[src/rtl/code_lock_pkg.sv]
// code_lock_pkg: shared types and widths for the keypad code lock.
package code_lock_pkg;
  localparam int DIGIT_W = 4;
  localparam int TIMER_W = 24;
  localparam int TRIES_W = 3;
  typedef enum logic [1:0] {IDLE, ENTRY, OPEN, LOCKOUT} state_t;
endpackage

[src/rtl/code_lock_ctrl_if.sv]
// code_lock_ctrl_if: keypad inputs and lock status outputs of the code lock.
interface code_lock_ctrl_if;
  logic                                digit_valid;
  logic [code_lock_pkg::DIGIT_W-1:0]   digit;
  logic                                relock;
  logic                                unlock;
  logic                                alarm;
  logic [code_lock_pkg::TRIES_W-1:0]   tries;
  logic                                led_open_n;
  logic                                led_alarm_n;
  modport master (output digit_valid, digit, relock,
                  input  unlock, alarm, tries, led_open_n, led_alarm_n);
  modport slave  (input  digit_valid, digit, relock,
                  output unlock, alarm, tries, led_open_n, led_alarm_n);
endinterface

[src/rtl/lock_timer.sv]
// lock_timer: saturating cycle counter with clear and terminal-count compare.
module lock_timer
  import code_lock_pkg::*;
(
  input  logic               clk,
  input  logic               rst_n,
  input  logic               clr_i,
  input  logic               en_i,
  input  logic [TIMER_W-1:0] limit_i,
  output logic               tc_o
);
  logic [TIMER_W-1:0] cnt_q;
  always_ff @(posedge clk or negedge rst_n)
    if (!rst_n) cnt_q <= '0;
    else if (clr_i) cnt_q <= '0;
    else if (en_i && cnt_q != '1) cnt_q <= cnt_q + 1'b1;
  // tc marks the last cycle of a limit_i-cycle window started at count 0
  assign tc_o = en_i && cnt_q == limit_i - 1'b1;
endmodule

[src/rtl/code_lock_ctrl.sv]
// code_lock_ctrl: keypad code lock with entry timeout, unlock hold and lockout.
module code_lock_ctrl
  import code_lock_pkg::*;
#(
  parameter int                          CODE_LEN    = 4,
  parameter logic [DIGIT_W*CODE_LEN-1:0] CODE        = 16'h7391,
  parameter int                          MAX_TRIES   = 3,
  parameter logic [TIMER_W-1:0]          TIMEOUT_CYC = 24'd12_000_000,
  // large defaults keep the value a 24-bit literal of them would hold
  parameter logic [TIMER_W-1:0]          OPEN_CYC    = TIMER_W'(60_000_000),
  parameter logic [TIMER_W-1:0]          LOCK_CYC    = TIMER_W'(120_000_000)
)(
  input  logic clk,
  input  logic rst,
  code_lock_ctrl_if.slave bus
);
  localparam logic [TRIES_W-1:0] MAXT = TRIES_W'(MAX_TRIES);
  state_t               st_q;
  logic [2:0]           idx_q;
  logic                 mis_q, unlock_q, alarm_q;
  logic [TRIES_W-1:0]   tries_q, tries_d;
  logic                 mis_d, last, tc, clr, dv;
  logic [TIMER_W-1:0]   limit;
  logic [31:0]          code_ext;
  logic [DIGIT_W-1:0]   ref_dig;
  assign dv       = bus.digit_valid;
  assign code_ext = 32'(CODE);
  // idx is 0 in IDLE, so the same lookup serves the first digit
  assign ref_dig  = code_ext[{idx_q, 2'b00} +: DIGIT_W];
  assign mis_d    = mis_q | (bus.digit != ref_dig);
  assign last     = idx_q == 3'(CODE_LEN - 1);
  assign tries_d  = tries_q + 1'b1;
  assign limit    = st_q == OPEN ? OPEN_CYC : st_q == LOCKOUT ? LOCK_CYC : TIMEOUT_CYC;
  assign clr      = (st_q == IDLE || st_q == ENTRY) ? dv || tc :
                    st_q == OPEN ? tc || bus.relock : tc;
  lock_timer u_tmr (
    .clk     (clk),
    .rst_n   (rst),
    .clr_i   (clr),
    .en_i    (st_q != IDLE),
    .limit_i (limit),
    .tc_o    (tc)
  );
  always_ff @(posedge clk or negedge rst)
    if (!rst) begin
      st_q     <= IDLE;
      idx_q    <= '0;
      mis_q    <= 1'b0;
      tries_q  <= '0;
      unlock_q <= 1'b0;
      alarm_q  <= 1'b0;
    end else begin
      case (st_q)
        IDLE, ENTRY:
          if (tc || (dv && last)) begin
            idx_q <= '0;
            mis_q <= 1'b0;
            if (!tc && !mis_d) begin
              st_q     <= OPEN;
              tries_q  <= '0;
              unlock_q <= 1'b1;
            end else begin
              tries_q <= tries_d;
              st_q    <= tries_d == MAXT ? LOCKOUT : IDLE;
              alarm_q <= tries_d == MAXT;
            end
          end else if (dv) begin
            idx_q <= idx_q + 1'b1;
            mis_q <= mis_d;
            st_q  <= ENTRY;
          end
        OPEN:
          if (tc || bus.relock) begin
            st_q     <= IDLE;
            unlock_q <= 1'b0;
          end
        LOCKOUT:
          if (tc) begin
            st_q    <= IDLE;
            alarm_q <= 1'b0;
            tries_q <= '0;
          end
        default: st_q <= IDLE;
      endcase
    end
  assign bus.unlock      = unlock_q;
  assign bus.alarm       = alarm_q;
  assign bus.tries       = tries_q;
  assign bus.led_open_n  = ~unlock_q;
  assign bus.led_alarm_n = ~alarm_q;
endmodule
[src/flat_wrapper.sv]
// flat-port wrapper written by rule: the top's interface ports become plain ports
module code_lock_ctrl_flat import code_lock_pkg::*;
#(
  parameter int                          CODE_LEN    = 4,
  parameter logic [DIGIT_W*CODE_LEN-1:0] CODE        = 16'h7391,
  parameter int                          MAX_TRIES   = 3,
  parameter logic [TIMER_W-1:0]          TIMEOUT_CYC = 24'd12_000_000,
                                                                      
  parameter logic [TIMER_W-1:0]          OPEN_CYC    = TIMER_W'(60_000_000),
  parameter logic [TIMER_W-1:0]          LOCK_CYC    = TIMER_W'(120_000_000)
)
  (clk, rst, bus_digit_valid, bus_digit, bus_relock, bus_unlock, bus_alarm, bus_tries, bus_led_open_n, bus_led_alarm_n);
  code_lock_ctrl_if bus_i ();
  input  logic clk;
  input  logic rst;
  input wire logic [$bits(bus_i.digit_valid)-1:0] bus_digit_valid;
  input wire logic [$bits(bus_i.digit)-1:0] bus_digit;
  input wire logic [$bits(bus_i.relock)-1:0] bus_relock;
  output wire logic [$bits(bus_i.unlock)-1:0] bus_unlock;
  output wire logic [$bits(bus_i.alarm)-1:0] bus_alarm;
  output wire logic [$bits(bus_i.tries)-1:0] bus_tries;
  output wire logic [$bits(bus_i.led_open_n)-1:0] bus_led_open_n;
  output wire logic [$bits(bus_i.led_alarm_n)-1:0] bus_led_alarm_n;
  assign bus_i.digit_valid = bus_digit_valid;
  assign bus_i.digit = bus_digit;
  assign bus_i.relock = bus_relock;
  assign bus_unlock = bus_i.unlock;
  assign bus_alarm = bus_i.alarm;
  assign bus_tries = bus_i.tries;
  assign bus_led_open_n = bus_i.led_open_n;
  assign bus_led_alarm_n = bus_i.led_alarm_n;
  code_lock_ctrl #(.CODE_LEN(CODE_LEN), .CODE(CODE), .MAX_TRIES(MAX_TRIES), .TIMEOUT_CYC(TIMEOUT_CYC), .OPEN_CYC(OPEN_CYC), .LOCK_CYC(LOCK_CYC)) u_core (.clk(clk), .rst(rst), .bus(bus_i));
endmodule
[config.mk]
export PLATFORM = sky130hd
export DESIGN_NAME = code_lock_ctrl_flat
export DESIGN_NICKNAME = d
export VERILOG_FILES = /design/src/rtl/code_lock_pkg.sv /design/src/rtl/code_lock_ctrl_if.sv /design/src/rtl/lock_timer.sv /design/src/rtl/code_lock_ctrl.sv /design/src/flat_wrapper.sv
export SDC_FILE = /design/constraint.sdc
export NUM_CORES = 1
export LEC_CHECK = 0
export ABC_AREA = 1
export BUFFER_PORTS_ARGS = -buffer_cell sky130_fd_sc_hd__buf_2
export CAP_MARGIN = 25
export CELL_PAD_IN_SITES_DETAIL_PLACEMENT = 1
export CELL_PAD_IN_SITES_GLOBAL_PLACEMENT = 2
export CORE_UTILIZATION = 34
export CTS_CLUSTER_SIZE = 25
export DETAILED_ROUTE_END_ITERATION = 10
export GPL_ROUTABILITY_DRIVEN = 0
export PLACE_DENSITY = 0.9
export SLEW_MARGIN = 25
export SYNTH_ARGS = -nofsm -noshare
export SYNTH_HDL_FRONTEND = slang
export SYNTH_SLANG_ARGS = --single-unit
[constraint.sdc]
create_clock -name clk -period 1.9 [get_ports clk]
set_clock_uncertainty 0.05 [all_clocks]
set_input_delay 0.38 -clock clk [delete_from_list [all_inputs] [get_ports clk]]
set_output_delay 0.38 -clock clk [all_outputs]
set_load 0.05 [all_outputs]
# Word level (Yosys, flattened, before mapping)
# Index checks and enable logic that the tools add are counted.
# Widths: inputs -> output; s select.
[word_totals]
reg_bits = 35
inputBits = 8
output_inout_bits = 7
elab_cells = 80
[classes]
addsub = 4
n_eq_ne = 14
shift = 1
n_mux = 29
n_bitwise = 3
reduce_logical = 22
[op_table]
columns = ["cell", "count"]
rows = [
  ["$mux 24", 4],
  ["$shiftx 32x6->4 const A", 1],
  ["$add 24x1->24 const B", 1],
  ["$eq 24x24->1", 1],
  ["$ne 24x24->1 const B", 1],
  ["$sub 24x1->24 const B", 1],
  ["$mux 3", 5],
  ["$mux 2", 6],
  ["$mux 1", 10],
  ["$reduce_bool 2->1", 5],
  ["$reduce_and 4->1", 2],
  ["$add 3x1->3 const B", 2],
  ["$eq 3x2->1 const B", 2],
  ["$ne 2x1->1 const B", 3],
  ["$pmux 2 s3", 1],
  ["$pmux 3 s2", 1],
  ["$reduce_and 3->1", 2],
  ["$eq 2x2->1 const B", 2],
  ["$logic_and 1x1->1", 4],
  ["$logic_or 1x1->1", 4],
  ["$ne 2x2->1 const B", 2],
  ["$ne 4x4->1", 1],
  ["$pmux 1 s2", 2],
  ["$ne 3x2->1 const B", 1],
  ["other kinds (7)", 9],
]

# Depth between registers and ports, before layout
# Gate-level depths: netlist of the first run.
[logic_depth]
depth_word = 11
depth_mapped = 13
mapped_depth_nobuf = 13

# Cells and area by module
# From an unflattened synthesis of the first run, not the netlist that was laid out.
[unflattened]
cells_unflattened = 546
area_unflattened_um2 = 3359.5
[by_module_without_submodules]
columns = ["mod", "n_inst", "cells_per_inst", "area_each_um2", "seq_area_each_um2"]
rows = [
  ["lock_timer", 1, 441, 2603.7, 600.6],
  ["code_lock_ctrl", 1, 105, 755.7, 275.3],
]

# Worst setup path after synthesis of the first run
# OpenSTA, ideal clock, no wires.
[synth_timing]
path_kind = "flip-flop to flip-flop"
from = "register u_core.idx_q[0]"
to = "register u_core.tries_q[0], in the netlist u_core.bus.tries[0]"
setup_ns = 0.143
t_arrival_ns = 1.575
t_required_ns = 1.707
slack_ns = 0.132
stages_incl_launch_ff = 11
n_path_buf = 0
synth_period_minus_slack_ns = 1.768
cell_sequence = "dfrtp_1 ha_1 ha_1 a21oi_1 nand3b_1 nor3_1 nand2_2 inv_1 nor2_1 nand2_1 o21ai_1"
[synth_between]
elab_chain_cells = 8
elab_cells_between_ends = 13
classes_between = "3 x eq/ne; 1 x shift; 3 x mux; 1 x bitwise; 5 x reduce/logical"
[synth_lines]
columns = ["element", "line_no", "source"]
rows = [
  ["from (decl)", "code_lock_ctrl.sv:19", "logic [2:0] idx_q;"],
  ["from (signal assigned)", "code_lock_ctrl.sv:68", "idx_q <= idx_q + 1'b1;"],
  ["$shiftx 32x6->4", "code_lock_ctrl.sv:29", "assign ref_dig = code_ext[{idx_q, 2'b00} +: DIGIT_W];"],
  ["$ne 4x4->1", "code_lock_ctrl.sv:30", "assign mis_d = mis_q | (bus.digit != ref_dig);"],
  ["$or 1x1->1", "code_lock_ctrl.sv:30", ""],
  ["$logic_not 1->1", "code_lock_ctrl.sv:58", "if (!tc && !mis_d) begin"],
  ["$logic_and 1x1->1", "code_lock_ctrl.sv:58", ""],
  ["$mux 3", "code_lock_ctrl.sv:58", ""],
  ["$mux 3", "code_lock_ctrl.sv:55", "if (tc || (dv && last)) begin"],
  ["$pmux 3 s2", "code_lock_ctrl.sv:53", "case (st_q)"],
  ["to (signal assigned)", "code_lock_ctrl.sv:63", "tries_q <= tries_d;"],
  ["to (decl)", "code_lock_ctrl.sv:21", "logic [TRIES_W-1:0] tries_q, tries_d;"],
]
# Parallel ways exist; a longest one is shown, timed or not. The select of a mux whose other input is x is not followed.
# A chain may end at the register's enable or synchronous reset.

# Worst setup path in the final report of the first run
[layout_timing]
from = "register u_core.u_tmr.cnt_q[10]"
to = "register u_core.u_tmr.cnt_q[1]"
[layout_between]
elab_chain_cells = 6
elab_cells_between_ends = 10
classes_between = "2 x eq/ne; 3 x mux; 5 x reduce/logical"
[layout_lines]
columns = ["element", "line_no", "source"]
rows = [
  ["from (decl)", "lock_timer.sv:12", "logic [TIMER_W-1:0] cnt_q;"],
  ["from (signal assigned)", "lock_timer.sv:16", "else if (en_i && cnt_q != '1) cnt_q <= cnt_q + 1'b1;"],
  ["$eq 24x24->1", "lock_timer.sv:18", "assign tc_o = en_i && cnt_q == limit_i - 1'b1;"],
  ["$logic_and 1x1->1", "lock_timer.sv:18", ""],
  ["$logic_or 1x1->1", "code_lock_ctrl.sv:35", "st_q == OPEN ? tc || bus.relock : tc;"],
  ["$mux 1", "code_lock_ctrl.sv:35", ""],
  ["$mux 1", "code_lock_ctrl.sv:34", "assign clr = (st_q == IDLE || st_q == ENTRY) ? dv || tc :"],
  ["$mux 24 / $reduce_bool 2->1 (equally long branches)", "-", ""],
]
# Parallel ways exist; a longest one is shown, timed or not.

==> results of run 1 <==
==> through the flow <==
stage	power, W	util	setup TNS, ns
floorplan	0.00214	-	0
global placement	0.00261	0.418	-0.132
detailed placement	0.00266	0.418	-1.31
CTS	0.00336	0.444	-0.000295
global route	0.00402	0.493	-2.06
finish	0.00376	0.493	0
==> worst paths after layout <==
kind,startpoint,to,depth (start not counted)
setup reg to reg,u_core.u_tmr.cnt_q[10],u_core.u_tmr.cnt_q[1],13
max in group asynchronous,rst,u_core.u_tmr.cnt_q[21],3
hold reg to reg,u_core.mis_q,u_core.mis_q,2
setup / recovery,u_core.u_tmr.cnt_q[10],u_core.u_tmr.cnt_q[1],13
min in group asynchronous,rst,u_core.idx_q[2],2
hold / removal,bus_relock,u_core.bus.unlock,4
==> cells in the final DEF (no fill, tap or decap), types with 6 or more instances in the layout <==
master	Yosys	layout
nor2_4	3	9
nand2_2	3	18
o21ai_1	4	6
dfrtp_1	35	33
nand3_1	35	26
nand4_1	9	9
nand3_2	0	9
nand2_1	98	77
nor2_2	4	10
nand2_4	6	12
buf_6	3	11
nor3_2	0	6
clkbuf_8	0	7
inv_1	47	46
buf_4	1	27
buf_2	1	14
a21oi_1	13	9
nor2_1	60	48
==> cell families after synthesis <==
logic type	Yosys count	synth area share
buf+inv	59	0.102
flops	35	0.353
xor+xnor	6	0.0212
fa+ha+maj	6	0.0303
simple gates	230	0.417
compound gates	33	0.0752
==> worst reg2reg max path: cells and delay by family, from the launching register on <==
family                 cells  cell delay (ns)
AO/OA/AOI/OAI              1             0.09
AND/OR/NAND/NOR            9             0.80
buffers and inverters      3             0.36
flip-flops                 1             0.47
==> state kept, by name, summed over array words and instances, names as in the netlist <==
register and cells:
u_core.mis_q 1, u_core.bus.unlock 1, u_core.u_tmr.cnt_q 24, u_core.bus.alarm 1
u_core.bus.tries 3, u_core.st_q 2, u_core.idx_q 3
==> timing repair <==
action	in CTS	in global routing
hold buffers	1	0
pin swaps	4	33
setup endpoints to repair	35	35
endpoints found under the hold margin	15	0
resized for setup	13	88
buffers inserted	3	3
gates cloned	0	1
==> per-layer routing <==
layer	track usage	vias to the layer above	share of wire
met4	0.0566	0	0.015
met2	0.381	29	0.53
met3	0.0313	11	0.016
li1	-	1287	-
met5	0	-	0
met1	0.254	1295	0.44
==> area by class of cell <==
class	count	area share
multi-input combinational	275	0.476
sequential	35	0.258
timing repair buffer	56	0.137
inverter	54	0.0646
tap	96	0.0352
clock buffer	8	0.0294
==> power breakdown <==
group / switching (W) / internal (W)
Combinational: 0.00132 / 0.000823
Clock: 0.000298 / 0.000332
Sequential: 0.000124 / 0.000867
Total: 0.00174 / 0.00202
==> run metrics, run 1 <==
r2r setup slk=~0.014 ns; Synth Area per Inst=between 6 and 7 sq um; Die Span Y=87.4 microns; mapped cell area=2480 sq um; largest area contributor in the netlist=dfrtp_1; Crit path required time=2.03 ns; Worst path slowest cell=dfrtp_1; latest clock arrival within the worst-skew pair=0.30 ns; max-slew violations=0; most common cell in the netlist=nand2_1; vias post-DR=2622; Hold Slack=0.447 ns; initial antenna violation count=0; Reg clk slew, reported paths=0.08 ns; Final Cycle Share=0.993; CORE AREA=6910 sq um; RSZ-0062 raised after global routing=yes; clock sink count=35; routed wire length=7.93 mm; Layout fillers=about 900; clk buf depth=2; First DRT Iteration DRCs=131; Post-synth top flop=dfrtp_1; I/O Buffers=14; placed insts=508; Leakage=1.59 nW; total CTS buffers=5; Non-Filler Instances=524; # rows=30; drt first pass iters=4; Die Wd=87.4 microns; number of global-route vias before repair=~2600; number of max-cap violations=0; # diodes=0; slowest stage delay, CP=0.47 ns; warnings from Yosys=0; pin count of the biggest net entering global routing=21; hold crit path type=input pin to flop; largest cells by area after synthesis=dfrtp_1, nand2_1, nor2_1; startpoint type of the worst setup path=flop; Synthesized Nets=383; Post-synth EDFFs=0; fin area=3410 sq um; H-tree levels=2; Least-Margin Pin Slew=0.411 ns; Async SR Flop Fraction=1.00; Netlist cell types=31; DRC Markers=0; final setup vio count=0; total gr overflow=0; final layout net count=441; GR Util All Layers=0.209; top cells by count, synth=nand2_1, nor2_1, inv_1, dfrtp_1, nand3_1; CTS Root Cell=clkbuf_8; Routed Antenna Nets=0; Crit. End Element=flop; Reg area=approximately 880 sq um; critical path, cell by cell=inv_1 -> nand2_1 -> nand2_1 -> nand2_1 -> inv_1 -> nand2_1 -> nor2_4 -> nand2_4 -> o21ai_4 -> nand2_4 -> clkbuf_16 -> nand3_2 -> nand2_1; FF+latch count, synth=35; vias per cell=around 5; CTS tree=done; Synth top area share=0.353; crit path kind=flop to flop; Detailed Place HPWL=5.59 mm; CP dominant cell by count=nand2_1; DP Area=2890 sq um; f_max=between 0.5 and 0.6 GHz; Setup WS post-layout=between 0.01 and 0.015 ns; Hold Violations, Final=0; Routed WL per cell=15.1 microns; sequential share of the synthesized area=0.353; Cell Pwr Density=1100 nW/um^2; Die ar.=7640 sq um; starting density of the core=0.359; Mapped Cells=369; delay-heaviest family, CP=simple AND/OR/NAND/NOR gates; Post-Place Worst Slack=-0.109 ns; Rel. slew slack=0.726; VDD IR max=0.401 mV; post-layout min period=1.89 ns; Ports=15; status=completed; worst path arrival time=2.02 ns; ratio of cells with drive above 1 in the final layout=0.348; Critical path buffers and inverters=3; area delta synth->final=37.5%; area occupied by multi-input gates=1620 sq um; first-pass GRT wire length=12.3 mm; crit-path max FO=6
No activity file was read; power rests on OpenSTA's default activity.
==> run 2, diff against run 1 <==
CORE_ASPECT_RATIO = 1.1   (was not set)
TNS_END_PERCENT = 100   (was not set)
==> run metrics, run 2 (same netlist as run 1, synthesis figures left out) <==
H-tree levels=2; number of max-cap violations=0; I/O Buffers=14; most frequent cells in the layout=nand2_1, nor2_1, inv_1, buf_4, dfrtp_1; worst path arrival time=2.01 ns; pin count of the biggest net entering global routing=20; CORE AREA=7050 sq um; Routed Antenna Nets=0; latest clock arrival within the worst-skew pair=0.29 ns; first-pass GRT wire length=about 13 mm; Routed WL per cell=15.2 microns; Detailed Place HPWL=between 5 and 6 mm; status=completed; RSZ-0062 raised after global routing=yes; # rows=32; number of global-route vias before repair=between 2000 and 3000; overall power=0.00335 W; f_max=0.534 GHz; met2 Use GR=0.385; CTS tree=done; total gr overflow=0; Crit. End Element=flop; final setup vio count=0; total CTS buffers=5; clk buf depth=2; starting density of the core=0.352; # diodes=0; GR Util All Layers=0.206; vias per cell=approximately 5; fin area=3180 sq um; routed wire length=around 7.8 mm; initial antenna violation count=0; Cell Pwr Density=1050 nW/um^2; First DRT Iteration DRCs=60; drt first pass iters=4; Least-Margin Pin Slew=0.457 ns; Layout fillers=about 930; area delta synth->final=28.1%; Sw Share=0.471; Die Span Y=91.6 microns; max reg flops=24; net switching power figure=0.00158 W; final layout net count=439; vias post-DR=approximately 2600; max-slew violations=0; Seq pwr share=0.300; M3 GR Usage=0.0336; Biggest register=u_core.u_tmr.cnt_q; Crit path required time=approximately 2.0 ns; clock sink count=35; Final Cycle Share=0.985; startpoint type of the worst setup path=flop; ratio of cells with drive above 1 in the final layout=0.286; crit-path max FO=6; post-layout min period=1.87 ns; Hold Violations, Final=0; Reg clk slew, reported paths=~0.07 ns; Clock Power Share=0.160; VDD IR max=0.592 mV; Rel. slew slack=0.695; met1 Resource Use GR=0.236; Combinational Power Share=0.540; P_int=0.00177 W; DP Area=a little under 3000 sq um; Ports=15; CTS Root Cell=clkbuf_8; Die Wd=83.4 microns; DRC Markers=0; Die ar.=around 7600 sq um; hold crit path type=flop to flop; commonest non-fill, non-tap cell in the layout=nand2_1; Leakage=about 1.5 nW; crit path kind=flop to flop; Top Usage Layer GRT=met2
==> run 2: cell count changes in the layout (fill, tap and decap cells not counted), moves of 9 or more <==
cell     change
buf_4        +9
buf_6        -9
nand2_1     +14
nand2_2     -10
==> run 2: path summary, 6_finish.rpt <==
path,start,endpoint,slack [ns],depth (start not counted)
max in group asynchronous,rst,u_core.u_tmr.cnt_q[18],0.80,3
min reg2reg,u_core.mis_q,u_core.mis_q,0.47,2
min,u_core.mis_q,u_core.mis_q,0.47,2
max reg2reg,u_core.u_tmr.cnt_q[1],u_core.u_tmr.cnt_q[21],0.03,13
min in group asynchronous,rst,u_core.u_tmr.cnt_q[5],0.52,2
max,u_core.u_tmr.cnt_q[1],u_core.u_tmr.cnt_q[21],0.03,13
==> run 2: repair_timing <==
item / 4_1_cts / 5_1_grt
hold buffers: 1 / 0
endpoints found under the hold margin: 16 / 0
buffers inserted: 1 / 3
resized for setup: 14 / 41
pin swaps: 1 / 17
setup endpoints to repair: 33 / 35
==> run 2: cell type report <==
cell class	instances	area [sq um]	share of cell area
clock buffers	7	76.3	0.0240
clock inverters	1	5.00	0.00158
inverters	54	213	0.0670
multi-input cells	275	1500	0.473
flip-flops and latches	35	881	0.277
well taps	85	106	0.0335
repair buffers	54	393	0.124
==> run 2: metal layers <==
layer,up-vias,share of wire
li1,1274,-
met1,1278,0.43
met2,25,0.54
met3,11,0.018
met4,0,0.020
met5,-,0
==> run 2: through the flow <==
stage	hold slack, ns	worst slack [ns]	setup TNS, ns	util	cells
floorplan	0.0344	0.132	0	-	369
CTS	0.445	0.00651	0	0.429	508
global route	0.486	-0.101	-1.34	0.451	511
global placement	0.304	-0.0533	-0.291	0.409	498
finish	0.466	0.0276	0	0.451	511
detailed placement	0.311	-0.136	-1.74	0.409	498
==> run 2: worst max-delay path, stage by stage (launching register included) <==
cell and delay (ns):
dfrtp_1 0.36, ha_2 0.19, nand2_2 0.06, inv_2 0.08
nand2_4 0.06, nor2_4 0.14, nand2_2 0.08, nor2_4 0.14
nand2_4 0.10, o21ai_2 0.10, nand2_4 0.10, buf_4 0.17
nand2_1 0.10, nor2_1 0.05
==> run 2: power groups by stage <==
stage / logic, W / registers (W) / clock network [W]
floorplan: 0.00105 / 0.00109 / 0
global route: 0.00199 / 0.00102 / 0.000586
CTS: 0.00170 / 0.00101 / 0.000558
global placement: 0.00159 / 0.00101 / 0
detailed placement: 0.00166 / 0.00101 / 0
finish: 0.00181 / 0.00100 / 0.000535
